==> src/rtl/tone_period_meter.sv <==
// Measures the half-period of an asynchronous square wave and reports it in the tone generator's
// encoding (half-period cycles - 1). It also flags a stable tone and silence.
module tone_period_meter #(
  parameter int     WIDTH        = 22,
  parameter int     SYNC_STAGES  = 2,
  parameter int     STABLE_COUNT = 4,
  parameter int     TOLERANCE    = 0,
  parameter longint TIMEOUT      = (longint'(1) << WIDTH) - 1
) (
  input  logic             clk,
  input  logic             rst,
  input  logic             sound_in,
  output logic [WIDTH-1:0] tone_out,
  output logic             tone_valid,
  output logic             locked,
  output logic             silent
);

  localparam logic [WIDTH-1:0] TMO = WIDTH'(TIMEOUT);
  localparam logic [WIDTH:0]   TOL = (WIDTH+1)'(TOLERANCE);
  localparam logic [3:0]       SC  = 4'(STABLE_COUNT);

  localparam logic [0:0] IDLE    = 1'b0;
  localparam logic [0:0] MEASURE = 1'b1;

  function automatic logic [WIDTH:0] abs_diff(input logic [WIDTH-1:0] a, input logic [WIDTH-1:0] b);
    return (a >= b) ? ({1'b0, a} - {1'b0, b}) : ({1'b0, b} - {1'b0, a});
  endfunction

  function automatic logic [3:0] sat_inc_match(input logic [3:0] v);
    return (v >= SC) ? SC : v + 4'd1;
  endfunction

  function automatic logic [WIDTH-1:0] sat_inc_cnt(input logic [WIDTH-1:0] v);
    return (v >= TMO) ? TMO : v + WIDTH'(1);
  endfunction

  logic [SYNC_STAGES-1:0] sync_p0;
  logic                   sync_prev_p1;
  logic                   edge_p2;

  logic [0:0]       state;
  logic [WIDTH-1:0] cnt;
  logic [3:0]       match_cnt;
  logic             first_ivl;
  logic [WIDTH:0]   diff;
  logic             match;

  // p0/p1: synchronizer and previous-level flop; p2: registered edge strobe (both polarities)
  always_ff @(posedge clk) begin
    if (rst) begin
      sync_p0      <= '0;
      sync_prev_p1 <= 1'b0;
      edge_p2      <= 1'b0;
    end else begin
      sync_p0      <= {sync_p0[SYNC_STAGES-2:0], sound_in};
      sync_prev_p1 <= sync_p0[SYNC_STAGES-1];
      edge_p2      <= sync_p0[SYNC_STAGES-1] ^ sync_prev_p1;
    end
  end

  assign diff  = abs_diff(cnt, tone_out);
  assign match = !first_ivl && (diff <= TOL);

  // p3: interval counter, measurement FSM and registered outputs
  always_ff @(posedge clk) begin
    if (rst) begin
      state      <= IDLE;
      cnt        <= '0;
      match_cnt  <= '0;
      first_ivl  <= 1'b1;
      tone_out   <= '0;
      tone_valid <= 1'b0;
      locked     <= 1'b0;
      silent     <= 1'b1;
    end else begin
      tone_valid <= 1'b0;
      cnt        <= edge_p2 ? '0 : sat_inc_cnt(cnt);
      if (state == IDLE) begin
        // The first edge only opens an interval; there is nothing complete to report yet.
        if (edge_p2) begin
          state     <= MEASURE;
          silent    <= 1'b0;
          first_ivl <= 1'b1;
        end
      end else begin
        if (edge_p2) begin
          tone_out   <= cnt;
          tone_valid <= 1'b1;
          first_ivl  <= 1'b0;
          if (match) begin
            match_cnt <= sat_inc_match(match_cnt);
            if (match_cnt == SC) locked <= 1'b1;
          end else begin
            match_cnt <= '0;
            locked    <= 1'b0;
          end
        end else if (cnt == TMO) begin
          state     <= IDLE;
          silent    <= 1'b1;
          locked    <= 1'b0;
          match_cnt <= '0;
        end else if (match_cnt == SC) begin
          locked <= 1'b1;
        end
      end
    end
  end

endmodule

==> config.mk <==
export PLATFORM = sky130hd
export DESIGN_NAME = tone_period_meter
export DESIGN_NICKNAME = d
export VERILOG_FILES = /design/src/rtl/tone_period_meter.sv
export SDC_FILE = /design/constraint.sdc
export NUM_CORES = 1
export LEC_CHECK = 0
export BUFFER_PORTS_ARGS = -buffer_cell sky130_fd_sc_hd__buf_4
export CAP_MARGIN = 0
export CORE_MARGIN = 4
export CORE_UTILIZATION = 56
export CTS_CLUSTER_SIZE = 16
export DETAILED_ROUTE_END_ITERATION = 16
export PLACE_DENSITY = 0.87
export REMOVE_ABC_BUFFERS = 1
export SYNTH_ARGS = -nofsm -noshare
export SYNTH_HDL_FRONTEND = slang
export SYNTH_SLANG_ARGS = --single-unit
export TNS_END_PERCENT = 10
==> constraint.sdc <==
create_clock -name clk -period 3.13 [get_ports clk]
set_input_delay 0.626 -clock clk [delete_from_list [all_inputs] [get_ports clk]]
set_output_delay 0.626 -clock clk [all_outputs]
set_load 0.02 [all_outputs]
==> results.md <==
* Critical Path Sink Type: flip-flop
* R2r setup slk at slightly above 0.1 ns
* Final wirelength at between 10000 and 15000 um
* Buf+Inv Stages, Crit Path at 3
* Worst Hold Class: flip-flop to flip-flop
* Pin count of the biggest net entering global routing at 36
* Max-cap violation count at 0
* Number of antenna repair diodes at 0
* Min Tclk post-route at 3.03 ns
* FP Rows at 33
* DRT iter0 DRCs at roughly 440
* Number of synthesized register bits at between 50 and 60
* Post-route cell area at 5780 um^2
* Post-synth top area share at about a quarter
* Largest cells by area after synthesis: dfxtp_1 24%, ha_1 12%, a21oi_1 9.5%
* Crit. path cell count at 13
* Seq/Total Area, Yosys at 23.7%
* Maximum vdd drop at ~0.00033 V
* Leading cell type in the layout, fill and taps excluded: nand2_1
* Fmax at approximately 330 MHz
* Core footprint at between 8000 and 9000 um^2
* Clk sinks at 57
* Count of cell types in the netlist at 65
* Top cell family by delay on the critical path: compound AO/OA/AOI/OAI gates
* Comb pwr share at roughly 19%
* Fin util at between 60% and 70%
* Drt pass-1 iters at 7
* CTS root buffer: clkbuf_8
* Vias in the first global route at roughly 4700
* Final ANT Viol Nets at 0
* Asr flop ratio synth at 0%
* Biggest area consumer among synthesized cells: dfxtp_1
* Worst Path Max Fanout at 7
* Nets@finish at between 700 and 800
* Max clock buf depth at 2
* Final Cycle Share at 96.8%
* Total die area at roughly 10000 um^2
* Max-slew violation count at 0
* Most frequent cells in the layout: 88 x nand2_1, 84 x a21oi_1, 82 x buf_4
* Hold Path Depth at 1
* Final setup margin at slightly above 0.1 ns
* Clk pwr share at between 40% and 50%
* Internal power at approximately 1.4 mW
* Synth warn at 0
* Die X at roughly 100 um
* Grt ovf at 0
* P per Cell Area at 325 nW/um^2
* Critical Path Source: tone_out[11]$_SDFFE_PP0P_
* Hold_buf cts at 0
* Detail Placement HPWL at ~11000 um
* Number of antenna violations at the first check in global routing at 0
* Final count of negative-setup-slack endpoints at 0
* Switching pwr at between 0.5 and 0.6 mW
* Worst slew margin at between 60% and 70%
* Clock tree from TritonCTS: built
* Post-synth EDFFs at 0
* CTS clk-pin slew, worst paths at 0.07 ns
* Final Wtd Congestion at around 0.96
* Multi-input gate area at around 3400 um^2
* CP Launch Type: flip-flop
* Buffers on Ports at 27
* Die Y at about 100 um
* Global-route wire length before repair at 23600 um
* WL/cell at around 18 um
* Htree depth at 3
* Hold slack at between 0.4 and 0.5 ns
* Pwr Total at around 1.9 mW
* Worst reg2reg path startpoint: tone_out[11]$_SDFFE_PP0P_
* Main flop type after synthesis: dfxtp_1
* Placed cell areas at 5330 um^2
* Sw frac at around 28%
* Max stage delay on crit path at ~0.36 ns
* CP max stage cell: dfxtp_2
* Reg power frac at approximately two fifths
* Post-synthesis cell count at 635
* Vias after detailed routing at ~5000
* Lkg Pwr at ~2.4 nW
* Layout cell share with drive strength beyond 1 at between 20% and 30%
* Fill count at between 600 and 700
* Num ports at 28
* WP data required at between 3 and 4 ns
* Final setup skew at about 0.011 ns
* Status: complete, no violations
* Crit path DAT at between 3 and 4 ns
* R2R Path End: match_cnt[0]$_SDFFE_PP0P_
* Worst r2r path cells at 13
* Register Area at between 1000 and 1500 um^2
* DRC at 0
* Final hold viol count at 0
* GRT Overall Usage at 29.4%
* Area grow syn2layout at 20.1%
* Most numerous cell on the critical path: buf_4
* End of the critical path: match_cnt[0]$_SDFFE_PP0P_
* CP Cell Sequence: inv_1, ha_1, buf_4, a21oi_1, o21ai_0, a221oi_1, o31ai_1, buf_4, a221oi_2, xor2_1, nand4_1, o31a_2, o41ai_2
* Num CTS Buffers at 9
* Worst skew pair latency at 0.34 ns
* DR vias/cell at 6.15
* Synthesized area per cell at roughly 7.6 um^2
* Setup slack at placement at -0.0821 ns
* Initial Utilization at 58.0%
* Crit Path Class: flip-flop to flip-flop
* Synthesized area at 4810 um^2
* Worst slew pin tran at between 0.5 and 0.6 ns
## cells in the mapped netlist, types with 5 or more instances
master,count
nor2_1,33
nor3_1,12
nor2b_1,9
or3_1,10
o21a_1,7
buf_6,7
a21oi_1,91
dfxtp_1,57
and3_1,7
o21bai_1,7
a21o_1,12
o31ai_1,5
clkbuf_1,16
xor2_1,17
nand2_1,88
xnor2_1,28
nand3_1,13
inv_1,52
ha_1,47
o21ai_0,28
nand4_1,12
## through the flow
stage,TNS [ns],instances
finish,0,807
floorplan,0,603
global route,-0.0528,807
CTS,0,804
detailed placement,-0.197,788
global placement,0,788
## worst min-delay path by stage
stage,start,endpoint,slack [ns]
2_1_floorplan,sync_p0[0]$_SDFF_PP0_,sync_p0[1]$_SDFF_PP0_,0.41
3_3_place_gp,sync_p0[0]$_SDFF_PP0_,sync_p0[1]$_SDFF_PP0_,0.45
3_5_place_dp,sync_p0[0]$_SDFF_PP0_,sync_p0[1]$_SDFF_PP0_,0.47
4_1_cts,sync_p0[0]$_SDFF_PP0_,sync_p0[1]$_SDFF_PP0_,0.47
5_1_grt,sync_p0[0]$_SDFF_PP0_,sync_p0[1]$_SDFF_PP0_,0.50
6_report,sync_p0[0]$_SDFF_PP0_,sync_p0[1]$_SDFF_PP0_,0.47
## sequential cells by signal, indices dropped and copies added, names as in the netlist
name and cells:
cnt 22, edge_p2 1, first_ivl 1, locked 1, match_cnt 4, silent 1, state 1, sync_p0 2
sync_prev_p1 1, tone_out 22, tone_valid 1
## area by class of cell
type,count,area share (%)
clock buffer,10,2.38
multi-input combinational,494,59.6
tap,105,2.27
sequential,57,19.9
inverter,52,3.38
timing repair buffer,83,11.0
clock inverter,6,1.56
## logic make-up after synthesis
kind of cell,share of synthesized area (%)
buffers and inverters,8.81
AO/OA/AOI/OAI,26.1
XOR/XNOR,8.19
multiplexers,0.416
adder cells (fa/ha/maj),12.2
flip-flops,23.7
AND/OR/NAND/NOR,20.6
## layer usage
metal / up-vias / wire length, um / global-route usage, %
li1: 2327 / - / -
met1: 2358 / 6470 / 41.5
met2: 250 / 6760 / 46.3
met3: 29 / 1300 / 4.57
met4: 0 / 268 / 7.98
met5: - / 0 / 0
## power by group through the flow
stage	registers [mW]	clock network (mW)	logic [mW]
2_1_floorplan	0.755	0	0.222
3_3_place_gp	0.757	0	0.307
3_5_place_dp	0.757	0	0.310
4_1_cts	0.741	0.797	0.314
5_1_grt	0.742	0.837	0.374
6_report	0.742	0.791	0.347
## worst reg2reg max path: stages, from the launching register on
cell      delay, ns
dfxtp_2        0.36
inv_1          0.05
ha_1           0.31
buf_4          0.18
a21oi_1        0.22
o21ai_0        0.16
a221oi_1       0.32
o31ai_1        0.13
buf_4          0.17
a221oi_2       0.25
xor2_1         0.17
nand4_1        0.11
o31a_2         0.18
o41ai_2        0.31
## timing repair
action                                  4_1_cts  5_1_grt
buffers inserted                              0        3
endpoints found under the setup margin        4        4
resized for setup                             3       45
pin swaps                                     0       11
Power figures use the tool's default switching activity.
